--- config.mk ---
export PLATFORM = sky130hd
export DESIGN_NAME = writeback_stage
export DESIGN_NICKNAME = d
export VERILOG_FILES = /design/src/rtl/writeback_stage.sv
export SDC_FILE = /design/constraint.sdc
export NUM_CORES = 1
export LEC_CHECK = 0
export CAP_MARGIN = 20
export CORE_MARGIN = 1
export CORE_UTILIZATION = 45
export CTS_CLUSTER_SIZE = 10
export DETAILED_ROUTE_END_ITERATION = 8
export HOLD_SLACK_MARGIN = 0.03
export PLACE_DENSITY = 0.72
export SLEW_MARGIN = 0
export SYNTH_ARGS = -nofsm -noshare
export SYNTH_HDL_FRONTEND = slang
export SYNTH_SLANG_ARGS = --single-unit
--- constraint.sdc ---
create_clock -name clk -period 6.7 [get_ports clk]
set_input_delay 1.675 -clock clk [delete_from_list [all_inputs] [get_ports clk]]
set_output_delay 1.675 -clock clk [all_outputs]
set_load 0.005 [all_outputs]
--- src/rtl/writeback_stage.sv ---
`default_nettype none
// ============================================================================
//  Module      : writeback_stage
//  Description : Merges single-cycle ALU results and variable-latency load
//                responses onto the single register-file write port. Loads
//                always win the port. ALU results that lose arbitration wait
//                in a small in-order buffer. Load data is sign- or
//                zero-extended according to the RISC-V load type.
//  Ports       : clk, rst                      - clock, sync active-high reset
//                alu_valid/alu_ready/alu_rd/alu_result - ALU result handshake
//                load_valid/load_rd/load_data/load_funct3/load_offset
//                                              - load response, always taken
//                rf_write_en/rf_write_id/rf_write_data - register file write
//                load_err                      - sticky bad-funct3 flag
//                retire_count                  - results consumed (wraps)
//  Revision    : 1.0 - initial release
// ============================================================================
module writeback_stage #(
    parameter int ADDRESS_WIDTH = 5,
    parameter int DATA_WIDTH    = 32,
    parameter int BUF_DEPTH     = 2
) (
    input  logic                     clk,
    input  logic                     rst,
    input  logic                     alu_valid,
    output logic                     alu_ready,
    input  logic [ADDRESS_WIDTH-1:0] alu_rd,
    input  logic [DATA_WIDTH-1:0]    alu_result,
    input  logic                     load_valid,
    input  logic [ADDRESS_WIDTH-1:0] load_rd,
    input  logic [DATA_WIDTH-1:0]    load_data,
    input  logic [2:0]               load_funct3,
    input  logic [1:0]               load_offset,
    output logic                     rf_write_en,
    output logic [ADDRESS_WIDTH-1:0] rf_write_id,
    output logic [DATA_WIDTH-1:0]    rf_write_data,
    output logic                     load_err,
    output logic [31:0]              retire_count
);

    localparam int PTR_W = (BUF_DEPTH > 1) ? $clog2(BUF_DEPTH) : 1;
    localparam int CNT_W = $clog2(BUF_DEPTH + 1);
    localparam logic [PTR_W-1:0] C_PTR_LAST = PTR_W'(BUF_DEPTH - 1);
    localparam logic [CNT_W-1:0] C_CNT_FULL = CNT_W'(BUF_DEPTH);

    // ------------------------------------------------------------------
    // ALU result buffer state
    // ------------------------------------------------------------------
    logic [ADDRESS_WIDTH-1:0] r_buf_rd   [BUF_DEPTH];
    logic [DATA_WIDTH-1:0]    r_buf_data [BUF_DEPTH];
    logic [PTR_W-1:0]         r_head;
    logic [PTR_W-1:0]         r_tail;
    logic [CNT_W-1:0]         r_count;

    function automatic logic [PTR_W-1:0] ptr_next(input logic [PTR_W-1:0] p);
        return (p == C_PTR_LAST) ? '0 : p + 1'b1;
    endfunction

    // ------------------------------------------------------------------
    // Load formatting
    // ------------------------------------------------------------------
    logic [7:0]            w_byte;
    logic [15:0]           w_half;
    logic [DATA_WIDTH-1:0] w_load_fmt;
    logic                  w_load_bad;

    always_comb begin
        w_byte = load_data[7:0];
        case (load_offset)
            2'd0:    w_byte = load_data[7:0];
            2'd1:    w_byte = load_data[15:8];
            2'd2:    w_byte = load_data[23:16];
            default: w_byte = load_data[31:24];
        endcase
        // Halfword select uses only bit 1; misaligned bit 0 is ignored.
        w_half = load_offset[1] ? load_data[31:16] : load_data[15:0];
    end

    always_comb begin
        w_load_fmt = '0;
        w_load_bad = 1'b0;
        case (load_funct3)
            3'b000:  w_load_fmt = {{(DATA_WIDTH-8){w_byte[7]}}, w_byte};
            3'b100:  w_load_fmt = {{(DATA_WIDTH-8){1'b0}}, w_byte};
            3'b001:  w_load_fmt = {{(DATA_WIDTH-16){w_half[15]}}, w_half};
            3'b101:  w_load_fmt = {{(DATA_WIDTH-16){1'b0}}, w_half};
            3'b010:  w_load_fmt = load_data;
            default: w_load_bad = 1'b1;
        endcase
    end

    // ------------------------------------------------------------------
    // Arbitration: load > buffered ALU head > bypassed ALU result
    // ------------------------------------------------------------------
    logic                     w_empty;
    logic                     w_alu_acc;
    logic                     w_push;
    logic                     w_pop;
    logic                     w_sel_valid;
    logic [ADDRESS_WIDTH-1:0] w_sel_rd;
    logic [DATA_WIDTH-1:0]    w_sel_data;

    // Ready looks only at the registered count; a same-cycle pop does not
    // free a slot early.
    assign alu_ready   = (r_count < C_CNT_FULL);
    assign w_empty     = (r_count == '0);
    assign w_alu_acc   = alu_valid & alu_ready;
    assign w_pop       = ~load_valid & ~w_empty;
    // An accepted ALU result may bypass only when nothing else wants the port.
    assign w_push      = w_alu_acc & (load_valid | ~w_empty);
    assign w_sel_valid = load_valid | ~w_empty | w_alu_acc;

    always_comb begin
        w_sel_rd   = alu_rd;
        w_sel_data = alu_result;
        if (load_valid) begin
            w_sel_rd   = load_rd;
            w_sel_data = w_load_fmt;
        end else if (!w_empty) begin
            w_sel_rd   = r_buf_rd[r_head];
            w_sel_data = r_buf_data[r_head];
        end
    end

    // ------------------------------------------------------------------
    // Buffer update
    // ------------------------------------------------------------------
    always_ff @(posedge clk) begin
        if (rst) begin
            r_head  <= '0;
            r_tail  <= '0;
            r_count <= '0;
            for (int i = 0; i < BUF_DEPTH; i++) begin
                r_buf_rd[i]   <= '0;
                r_buf_data[i] <= '0;
            end
        end else begin
            if (w_push) begin
                r_buf_rd[r_tail]   <= alu_rd;
                r_buf_data[r_tail] <= alu_result;
                r_tail             <= ptr_next(r_tail);
            end
            if (w_pop) begin
                r_head <= ptr_next(r_head);
            end
            case ({w_push, w_pop})
                2'b10:   r_count <= r_count + 1'b1;
                2'b01:   r_count <= r_count - 1'b1;
                default: r_count <= r_count;
            endcase
        end
    end

    // ------------------------------------------------------------------
    // Write port, error flag and retire counter
    // ------------------------------------------------------------------
    always_ff @(posedge clk) begin
        if (rst) begin
            rf_write_en   <= 1'b0;
            rf_write_id   <= '0;
            rf_write_data <= '0;
            load_err      <= 1'b0;
            retire_count  <= '0;
        end else begin
            if (w_sel_valid) begin
                // Writes to x0 are consumed and counted but never enabled.
                rf_write_en   <= (w_sel_rd != '0);
                rf_write_id   <= w_sel_rd;
                rf_write_data <= w_sel_data;
                retire_count  <= retire_count + 32'd1;
            end else begin
                rf_write_en   <= 1'b0;
            end
            if (load_valid && w_load_bad) begin
                load_err <= 1'b1;
            end
        end
    end

endmodule
`default_nettype wire

==> metrics.md, run 1 <==
| Metric | Value |
|---|---|
| Max Cap Viol | 0 |
| CP Max Fanout | just under 50 |
| Final instance area | 9864 um^2 |
| Via count | approximately 6600 |
| Post-synth top area share | 0.2952 |
| Static Leakage | ~3.4 nW |
| Dpl cell area | 9238 um^2 |
| Initial core utilization | 0.4672 |
| Gpl congestion | around 0.87 |
| Cell count after synthesis | 741 |
| Status | complete, no violations |
| Hold Fails Final Rpt | 0 |
| Reg clk slew, reported paths | ~60 ps |
| Max Slew Vio Count | 0 |
| Drt via density | 5.988 |
| Critical path class | input pin to flip-flop |
| Cell taking the most area after synthesis | edfxtp_1 |
| Port-buffer cells | between 150 and 200 |
| PostCTS Resize Cnt | 0 |
| Hold path startpoint | retire_count[31]$_SDFFE_PP0N_ |
| CTS buffer count | 17 |
| Crit path largest cell delay | between 1000 and 1500 ps |
| Worst slew pin tran | roughly 1100 ps |
| Pre-Repair DR Iteration Count | 5 |
| Hold_buf cts | 0 |
| Nets | 953 |
| Clk buf depth | 2 |
| Share of layout cells above drive strength 1 | 0.08173 |
| Syn Area/Cell | roughly 10 um^2 |
| Site Rows | 46 |
| Synth area leaders | edfxtp_1 30%, dfxtp_1 20%, and2_1 6.1% |
| Clock Root Buffer | clkbuf_16 |
| Minimum clock period | between 4000 and 5000 ps |
| Main synth FF type | dfxtp_1 |
| Synth cell count leaders | 76 x dfxtp_1, 74 x and2_1, 74 x edfxtp_1, 45 x clkbuf_1 |
| Initial antenna violation count | 0 |
| Startpoint types | input pin |
| I/O Pins | approximately 160 |
| CTS tree | done |
| Largest delay share family, worst path | buffers and inverters |
| Hold Path Class | flip-flop to flip-flop |
| Diodes inserted | 0 |
| Worst reg-to-reg setup slack | between 4000 and 5000 ps |
| Critical path capture point type | flip-flop |
| Critical Path AT | around 4700 ps |
| Critical Path Slowest Stage Cell | clkinv_1 |
| H-tree levels | 4 |
| Clock insertion delay at the later pin of the skew report | between 400 and 500 ps |
| Worst path cell trace | clkdlybuf4s50_1, buf_4, clkinv_1, o21ai_4, buf_4 |
| Clock Skews | around 8.0 ps |
| Worst path required time | around 6800 ps |
| Critical Path Most Common Cell | buf_4 |
| CTS Sinks | 150 |
| Post-synth EDFFs | 74 |
| Worst hold stages | 2 |
| Maximum VDD drop | approximately 0.00023 V |
| Synth Warn # | 0 |
| Core Box Area | 16120 um^2 |
| GR Overflow Total | 0 |
| Worst reg2reg endpoint | r_buf_data[1][0]$_SDFFCE_PN0P_ |
| RSZ-0062 raised after global routing | false |
| Die W | 131.3 um |
| Seq cells post-synth | 150 |
| Detail Placement HPWL | around 15 mm |
| Largest net degree at the start of global routing | 50 |
| Antenna Nets Post-Route | 0 |
| DRC | 0 |
| Die Footprint | approximately 17000 um^2 |
| Slew HR | 0.2485 |
| GRT Total Usage | 0.2586 |
| Hold Path Sink | retire_count[31]$_SDFFE_PP0N_ |
| Setup-failing EPs final | 0 |
| Most common cell in the netlist | dfxtp_1 |
| Bufs and invs on worst path | 4 |
| Mapped Area | approximately 7500 um^2 |
| Fmax | around 0.22 GHz |
| Fin crit share | 0.6909 |
| Setup Total Neg Slack | 0 ps |
| Total routed wirelength | ~22 mm |
| Die H | around 130 um |
| Fin util | 0.6121 |
| Number of global-route vias before repair | roughly 6300 |
| Reg2Reg Launch Point | r_count[0]$_SDFFE_PP0P_ |
| Reg2reg path depth | 3 |
| # Post-CTS Setup Buffers | 0 |
| Sequential share of the synthesized area | 0.4973 |
| First-pass GRT wire length | about 35 mm |
| Area Growth Syn to Fin | 31.03% |
| Unique masters post-synth | between 50 and 60 |
| Cell area power density | about 300 nW/um^2 |
| Number of DRC markers in iteration 0 | between 600 and 700 |
| Post-synth ARST share | 0 |
| Synth Net Count | 826 |
| Layout filler cell count | ~1300 |
| Routed WL per cell | 20.03 um |
[state kept, by name, summed over array words and instances, names as in the netlist, 2 cells and up, named ones only]
register / flops
r_buf_rd: 10
retire_count: 32
r_count: 2
r_buf_data: 64
rf_write_data: 32
rf_write_id: 5
[how the worst max path moves through the flow]
stage | startpoint | to | slack [ps] | cells after the start
6_report | rst | r_buf_data[0][27]$_SDFFCE_PN0P_ | 2070 | 5
5_1_grt | rst | r_buf_data[0][27]$_SDFFCE_PN0P_ | 1940 | 5
4_1_cts | rst | r_buf_data[0][27]$_SDFFCE_PN0P_ | 2120 | 5
3_5_place_dp | rst | r_buf_data[0][29]$_SDFFCE_PN0P_ | 1690 | 5
3_3_place_gp | rst | r_buf_data[0][25]$_SDFFCE_PN0P_ | 1800 | 5
2_1_floorplan | alu_valid | r_buf_data[0][0]$_SDFFCE_PN0P_ | 1510 | 3
[power by group]
part	total [mW]	switching, mW	internal [mW]
sequential	1.19	0.0973	1.09
combinational	0.741	0.392	0.349
clock	1.00	0.396	0.607
total	2.94	0.886	2.05
[worst min-delay path, delay by kind of cell, from the launching register on]
kind / cells / cell delay (ps)
AOI/OAI and AO/OA: 2 / 120
DFF: 1 / 320
[per-layer routing]
metal  vias to the layer above  track usage  wire (um)
li1                       3031            -          -
met3                        42      0.05208       1879
met2                       330       0.4193      10490
met5                         -            0          0
met1                      3166       0.3413       9141
met4                         0      0.09496        468
[metrics by stage]
step	total power, mW	hold WS (ps)	setup WS, ps	std cells
5_1_grt	3.050	520.2	1941	1097
3_5_place_dp	1.935	472.5	1689	1065
4_1_cts	2.935	481.3	2119	1097
6_report	2.935	481.5	2071	1097
2_1_floorplan	1.607	464.2	1511	741
3_3_place_gp	1.904	460.3	1795	1064
[cell families after synthesis]
group | synth area share
xor+xnor | 0.01629
fa+ha+maj | 0.003323
flops | 0.4973
buf+inv | 0.04886
simple gates | 0.1878
mux | 0.08758
compound gates | 0.1589
[placed cells by master (no fill, tap or decap), types with 2 or more instances in the layout]
cell and count:
or3_1 10, xnor2_1 10, clkbuf_16 18, clkdlybuf4s50_1 154, a221oi_1 14, edfxtp_1 74, nand2_1 34, nand3_1 11
or4_1 18, nand4_1 7, o31ai_1 15, clkinv_4 4, bufinv_16 2, o21ai_0 23, mux2_2 7, mux4_2 8
and2_1 74, inv_1 33, inv_6 4, clkbuf_8 3, nor2_1 33, and4_1 3, or2_2 2, ha_1 2
xor2_1 4, o2bb2ai_1 6, dfxtp_1 75, o22ai_1 33, o221ai_1 20, nor3_1 8, nor3b_2 2, a21oi_1 40
nor2b_1 27, and3_1 2, a31oi_1 17, nor4_1 10, mux2i_1 40, buf_4 10, a211oi_1 2
[cell type report]
| class | instances | area, um^2 | area share |
|---|---|---|---|
| Inverter | 35 | 131.4 | 0.01332 |
| Sequential cell | 150 | 3745 | 0.3796 |
| Multi-Input combinational cell | 499 | 3447 | 0.3494 |
| Clock inverter | 11 | 135.1 | 0.01370 |
| Clock buffer | 21 | 491.7 | 0.04985 |
| Tap cell | 216 | 270.3 | 0.02740 |
| Timing Repair Buffer | 165 | 1644 | 0.1667 |
No activity file was read; power rests on OpenSTA's default activity.
==> inputs of run 2 (changes only) <==
==> constraint.sdc (replaced) <==
create_clock -name clk -period 4.6 [get_ports clk]
set_input_delay 1.15 -clock clk [delete_from_list [all_inputs] [get_ports clk]]
set_output_delay 1.15 -clock clk [all_outputs]
set_load 0.005 [all_outputs]
==> run 2 against run 1 <==
Compared with the run above: clock-buffer cell count decreased by 3; clock skew about the same; combinational power increased by 46%; clock power increased by 40%; critical endpoint is now retire_count[29]$_SDFFE_PP0N_; largest cell class unchanged; largest power group unchanged; highest routed layer unchanged.
==> metrics.md, run 2 (synthesis results as in run 1) <==
| Metric | Value |
|---|---|
| Status | complete, no violations (unchanged) |
| Routed WL per cell | 20.14 um (was 20.03 um) |
| Commonest non-fill, non-tap cell in the layout | clkdlybuf4s50_1 (unchanged) |
| Static Leakage | 3.384 nW (was 3.401 nW) |
| Hold_buf cts | 0 (unchanged) |
| Critical path class | input pin to flip-flop (unchanged) |
| Clock power frac | 0.333 (was 0.342) |
| Clock insertion delay at the later pin of the skew report | 420 ps (was 430 ps) |
| Detail Placement HPWL | 15.08 mm (was 15.04 mm) |
| Max Slew Vio Count | 0 (unchanged) |
| Site Rows | 46 (unchanged) |
| CTS buffer count | 17 (unchanged) |
| Setup-failing EPs final | 0 (unchanged) |
| Comb pwr share | 0.257 (was 0.252) |
| Clock Skews | 8.262 ps (was 8.012 ps) |
| Share of layout cells above drive strength 1 | 0.08352 (was 0.08173) |
| Fmax | 0.2860 GHz |
| First-pass GRT wire length | 35.13 mm (was 34.91 mm) |
| Startpoint types | input pin (unchanged) |
| Slew HR | 0.4227 (was 0.2485) |
| Hold Path Sink | load_err$_SDFFE_PP0P_ (was retire_count[31]$_SDFFE_PP0N_) |
| Antenna Nets Post-Route | 0 (unchanged) |
| Max Cap Viol | 0 (unchanged) |
| Die H | 131.3 um (unchanged) |
| Gpl congestion | 0.8387 (was 0.8682) |
| RSZ-0062 raised after global routing | false (unchanged) |
| Fin crit share | 0.7602 |
| DRC | 0 (unchanged) |
| Switch Pwr | 1.255 mW (was 0.8858 mW) |
| Reg2Reg Launch Point | r_count[0]$_SDFFE_PP0P_ (unchanged) |
| Seq pwr share | 0.410 (was 0.406) |
| Cell area power density | 426.1 nW/um^2 (was 297.5 nW/um^2) |
| Pint | 2.939 mW (was 2.049 mW) |
| Via count | 6531 (was 6569) |
| Hold Path Class | flip-flop to flip-flop (unchanged) |
| Layout filler cell count | 1313 (was 1299) |
| Commonest non-fill, non-tap cells in the layout | 154 x clkdlybuf4s50_1, 75 x dfxtp_1, 74 x and2_1, 74 x edfxtp_1 (unchanged) |
| Reg with most FFs | r_buf_data (unchanged) |
| Worst reg-to-reg setup slack | 2090 ps (was 4150 ps) |
| Hold path startpoint | load_err$_SDFFE_PP0P_ (was retire_count[31]$_SDFFE_PP0N_) |
| Largest net degree at the start of global routing | 46 (was 50) |
| Pre-Repair DR Iteration Count | 6 (was 5) |
| Drt via density | 5.926 (was 5.988) |
| Largest regs | r_buf_data: 64 flops, retire_count: 32 flops, rf_write_data: 32 flops (unchanged) |
| Clk buf depth | 2 (unchanged) |
| Core Box Area | 16120 um^2 (unchanged) |
| Setup Total Neg Slack | 0 ps (unchanged) |
| H-tree levels | 4 (unchanged) |
| Worst reg2reg endpoint | retire_count[29]$_SDFFE_PP0N_ (was r_buf_data[1][0]$_SDFFCE_PN0P_) |
| Worst slew pin tran | 859.3 ps (was 1120 ps) |
| Reg2reg path depth | 4 (was 3) |
| Minimum clock period | between 3000 and 4000 ps |
| Critical path capture point type | flip-flop (unchanged) |
| Port-buffer cells | 154 (unchanged) |
| Initial antenna violation count | 0 (unchanged) |
| Total routed wirelength | 22.19 mm (was 21.98 mm) |
| CTS Sinks | 150 (unchanged) |
| Fin Hold WS | 469.1 ps (was 481.5 ps) |
| Net Sw Frac | 0.2993 (was 0.3018) |
| GRT Total Usage | 0.2629 (was 0.2586) |
| Initial core utilization | 0.4672 (unchanged) |
| Number of global-route vias before repair | 6490 (was 6319) |
| GR Overflow Total | 0 (unchanged) |
| I/O Pins | 155 (unchanged) |
| Worst path required time | 4940 ps (was 6790 ps) |
| CP Max Fanout | 20 (was 49) |
| Die W | 131.3 um (unchanged) |
| Reg clk slew, reported paths | 60 ps (about the same) |
| Area Growth Syn to Fin | 30.76% (was 31.03%) |
| Number of flip-flops in the largest register | 64 (unchanged) |
| Clock Root Buffer | clkbuf_16 (unchanged) |
| Number of DRC markers in iteration 0 | 644 (was 612) |
| Critical Path AT | 3840 ps (was 4720 ps) |
| Die Footprint | 17250 um^2 (unchanged) |
| Maximum VDD drop | 0.0002739 V (was 0.0002293 V) |
| # Post-CTS Setup Buffers | 0 (unchanged) |
| Diodes inserted | 0 (unchanged) |
| Hold Fails Final Rpt | 0 (unchanged) |
| Worst hold stages | 1 (was 2) |
| CTS tree | done (unchanged) |
| PostCTS Resize Cnt | 0 (unchanged) |
| Nets | 958 (was 953) |
run 2: changes by cell type in the layout (fill, tap and decap cells not counted), sizes merged:
cell      change
buf           +5
bufinv        +1
clkbuf        -3
clkinv        +2
clkinvlp      +4
inv           -4
run 2: metrics by stage:
| stage | setup WS, ps | utilization | std cells | cell area, um^2 | power [mW] |
|---|---|---|---|---|---|
| after global routing | 962.8 | 0.6109 | 1102 | 9844 | 4.374 |
| after detailed placement | 724.2 | 0.5743 | 1070 | 9255 | 2.811 |
| after CTS | 1158 | 0.6109 | 1102 | 9844 | 4.197 |
| final | 1103 | 0.6109 | 1102 | 9844 | 4.194 |
| after floorplan | 937.0 | - | 741 | 7528 | 2.339 |
| after global placement | 864.4 | 0.5743 | 1070 | 9255 | 2.778 |
run 2: critical path, cell delays in order:
cell	delay, ps
clkdlybuf4s50_1	860
o41ai_2	240
or4_1	810
or4_1	580
a21oi_1	200
run 2: cell type report:
class                      instances  area (um^2)  area share
timing repair buffer             170         1662      0.1688
sequential                       150         3745      0.3804
inverter                          35        131.4     0.01335
clock buffer                      18        429.2     0.04359
multi-input combinational        499         3447      0.3502
tap                              216        270.3     0.02745
clock inverter                    14        160.2     0.01627
run 2: worst max path at each step:
| stage | startpoint | end | slack [ps] |
|---|---|---|---|
| 3_3_place_gp | load_valid | retire_count[31]$_SDFFE_PP0N_ | 860 |
| 3_5_place_dp | load_valid | retire_count[23]$_SDFFE_PP0N_ | 720 |
| 5_1_grt | load_valid | retire_count[29]$_SDFFE_PP0N_ | 960 |
| 2_1_floorplan | alu_valid | r_buf_data[0][0]$_SDFFCE_PN0P_ | 940 |
| 4_1_cts | load_valid | retire_count[23]$_SDFFE_PP0N_ | 1160 |
| 6_report | load_valid | retire_count[29]$_SDFFE_PP0N_ | 1100 |
run 2: power groups by stage:
stage	clock network, mW	logic (mW)	registers (mW)
floorplan	0	0.650	1.69
global placement	0	1.04	1.74
detailed placement	0	1.06	1.75
CTS	1.41	1.07	1.72
global route	1.47	1.16	1.74
finish	1.40	1.08	1.72
run 2: metal layers:
metal	track usage	vias up	share of wire
met5	0	-	0
met4	0.1130	0	0.031
met3	0.05864	60	0.082
met2	0.4314	329	0.47
met1	0.3327	3108	0.42
li1	-	3034	-
==> inputs of run 3 (changes only) <==
--- a/config.mk
+++ b/config.mk
@@ -11,7 +11,7 @@
 export CTS_CLUSTER_SIZE = 10
 export DETAILED_ROUTE_END_ITERATION = 8
 export HOLD_SLACK_MARGIN = 0.03
-export PLACE_DENSITY = 0.72
+export PLACE_DENSITY = 0.74
 export SLEW_MARGIN = 0
 export SYNTH_ARGS = -nofsm -noshare
 export SYNTH_HDL_FRONTEND = slang
==> constraint.sdc (replaced) <==
create_clock -name clk -period 3.1 [get_ports clk]
set_input_delay 0.775 -clock clk [delete_from_list [all_inputs] [get_ports clk]]
set_output_delay 0.775 -clock clk [all_outputs]
set_load 0.005 [all_outputs]
==> run 3 against run 2 <==
Compared with the run above: hold slack improved by 12 ps; die area did not move; sequential power rose by 50%; global-route usage down 0.55 points; clock-buffer cell count is 8 higher; sequential cell count unchanged; highest routed layer unchanged.
==> metrics.md, run 3 (synthesis results as in run 1) <==
| Metric | Value |
|---|---|
| Status | complete, no violations (unchanged) |
| Clock insertion delay at the later pin of the skew report | 430 ps (was 420 ps) |
| Share of layout cells above drive strength 1 | 0.1032 (was 0.08352) |
| Number of DRC markers in iteration 0 | 665 (was 644) |
| Die W | 131.3 um (unchanged) |
| RSZ-0062 raised after global routing | false (unchanged) |
| Largest regs | r_buf_data: 64 flops, retire_count: 32 flops, rf_write_data: 32 flops (unchanged) |
| Nets | 973 (was 958) |
| Reg2Reg Launch Point | retire_count[0]$_SDFFE_PP0N_ (was r_count[0]$_SDFFE_PP0P_) |
| Fmax | around 0.40 GHz |
| Total routed wirelength | 21.73 mm (was 22.19 mm) |
| Reg clk slew, reported paths | 70 ps (was 60 ps) |
| Hold Fails Final Rpt | 0 (unchanged) |
| CTS buffer count | 17 (unchanged) |
| Slew HR | 0.4189 (was 0.4227) |
| Commonest non-fill, non-tap cell in the layout | clkdlybuf4s50_1 (unchanged) |
| Fin crit share | 0.8000 |
| Gpl congestion | 0.8712 (was 0.8387) |
| Die Footprint | 17250 um^2 (unchanged) |
| Antenna Nets Post-Route | 0 (unchanged) |
| Critical path class | input pin to flip-flop (unchanged) |
| Core Box Area | 16120 um^2 (unchanged) |
| Drt via density | 5.893 (was 5.926) |
| Via count | 6583 (was 6531) |
| CP Max Fanout | 13 (was 20) |
| Critical path origin | load_valid (unchanged) |
| Hold Path Class | flip-flop to flip-flop (unchanged) |
| Critical path capture point type | flip-flop (unchanged) |
| Fin Hold WS | 481.3 ps (was 469.1 ps) |
| Port-buffer cells | 154 (unchanged) |
| Die H | 131.3 um (unchanged) |
| I/O Pins | 155 (unchanged) |
| # Post-CTS Setup Buffers | 0 (unchanged) |
| Largest net degree at the start of global routing | 49 (was 46) |
| Detail Placement HPWL | 14.93 mm (was 15.08 mm) |
| Setup Total Neg Slack | 0 ps (unchanged) |
| Minimum clock period | between 2000 and 2500 ps |
| Max Slew Vio Count | 0 (unchanged) |
| Worst reg2reg endpoint | retire_count[20]$_SDFFE_PP0N_ (was retire_count[29]$_SDFFE_PP0N_) |
| Cell area power density | 638.7 nW/um^2 (was 426.1 nW/um^2) |
| DRC | 0 (unchanged) |
| Pre-Repair DR Iteration Count | 5 (was 6) |
| Reg2reg path depth | 5 (was 4) |
| Worst path required time | 3470 ps (was 4940 ps) |
| Clock Root Buffer | clkbuf_16 (unchanged) |
| Max Cap Viol | 0 (unchanged) |
| Reg with most FFs | r_buf_data (unchanged) |
| Initial core utilization | 0.4672 (unchanged) |
| CTS Sinks | 150 (unchanged) |
| Initial antenna violation count | 0 (unchanged) |
| GR Overflow Total | 0 (unchanged) |
| Hold_buf cts | 0 (unchanged) |
| Number of global-route vias before repair | 6163 (was 6490) |
| Commonest non-fill, non-tap cells in the layout | 153 x clkdlybuf4s50_1, 75 x dfxtp_1, 74 x and2_1, 74 x edfxtp_1 (was 154 x clkdlybuf4s50_1, 75 x dfxtp_1, 74 x and2_1, 74 x edfxtp_1) |
| Fin cells | 1117 (was 1102) |
| H-tree levels | 4 (unchanged) |
| Clock Skews | 9.505 ps (was 8.262 ps) |
| GRT Total Usage | 0.2574 (was 0.2629) |
| Setup-failing EPs final | 0 (unchanged) |
| Site Rows | 46 (unchanged) |
| Startpoint types | input pin (unchanged) |
| Routed WL per cell | 19.46 um (was 20.14 um) |
| Diodes inserted | 0 (unchanged) |
| PostCTS Resize Cnt | 0 (unchanged) |
| Worst reg-to-reg setup slack | 890 ps (was 2090 ps) |
| Worst slew pin tran | 865.0 ps (was 859.3 ps) |
| Maximum VDD drop | 0.0004416 V (was 0.0002739 V) |
| First-pass GRT wire length | 34.47 mm (was 35.13 mm) |
| CTS tree | done (unchanged) |
| Static Leakage | 3.528 nW (was 3.384 nW) |
| Critical Path AT | 2850 ps (was 3840 ps) |
| Cells after DPL | 1084 (was 1070) |
| Area Growth Syn to Fin | 33.80% (was 30.76%) |
| Clk buf depth | 2 (unchanged) |
| Worst setup path endpoint | rf_write_data[1]$_SDFFE_PP0N_ (was retire_count[29]$_SDFFE_PP0N_) |
| Number of flip-flops in the largest register | 64 (unchanged) |
[run 3: area by class of cell]
class / instances / area (um^2)
sequential: 150 / 3745
tap: 216 / 270.3
clock buffer: 26 / 616.8
timing repair buffer: 185 / 1826
clock inverter: 6 / 37.54
multi-input combinational: 499 / 3447
fill: 1337 / 6042
inverter: 35 / 131.4
[run 3: how the worst min path moves through the flow]
stage               slack (ps)  depth (start not counted)                     startpoint                       endpoint
floorplan                  460                          1          load_err$_SDFFE_PP0P_          load_err$_SDFFE_PP0P_
global placement           460                          1          load_err$_SDFFE_PP0P_          load_err$_SDFFE_PP0P_
detailed placement         470                          2  retire_count[31]$_SDFFE_PP0N_  retire_count[31]$_SDFFE_PP0N_
CTS                        480                          2  retire_count[31]$_SDFFE_PP0N_  retire_count[31]$_SDFFE_PP0N_
global route               500                          2  retire_count[31]$_SDFFE_PP0N_  retire_count[31]$_SDFFE_PP0N_
finish                     480                          2  retire_count[31]$_SDFFE_PP0N_  retire_count[31]$_SDFFE_PP0N_
[run 3: through the flow]
step | setup slack [ps] | power, mW | instance area (um^2) | util
floorplan | 505.0 | 3.470 | 7532 | -
global placement | 160.6 | 4.198 | 9405 | 0.5836
detailed placement | 71.07 | 4.228 | 9405 | 0.5836
CTS | 510.2 | 6.443 | 10060 | 0.6242
global route | 457.0 | 6.705 | 10070 | 0.6251
finish | 620.0 | 6.434 | 10070 | 0.6251
[run 3: report_power, final]
part / switching [mW] / internal, mW
registers: 0.223 / 2.36
clock network: 0.844 / 1.38
logic: 0.828 / 0.796
[run 3: worst max-delay path, stage by stage]
cell and delay (ps):
clkdlybuf4s50_1 580, buf_4 230, inv_1 110, nor3_1 730, a221oi_1 280, nor2_1 150
[run 3: routing by layer]
layer	vias to the layer above	global-route usage	wire length, um	share of wire
met1	3168	0.3526	9258	0.43
met2	317	0.4137	10320	0.47
met5	-	0	0	0
met4	0	0.06912	344	0.016
li1	3070	-	-	-
met3	28	0.05170	1810	0.083
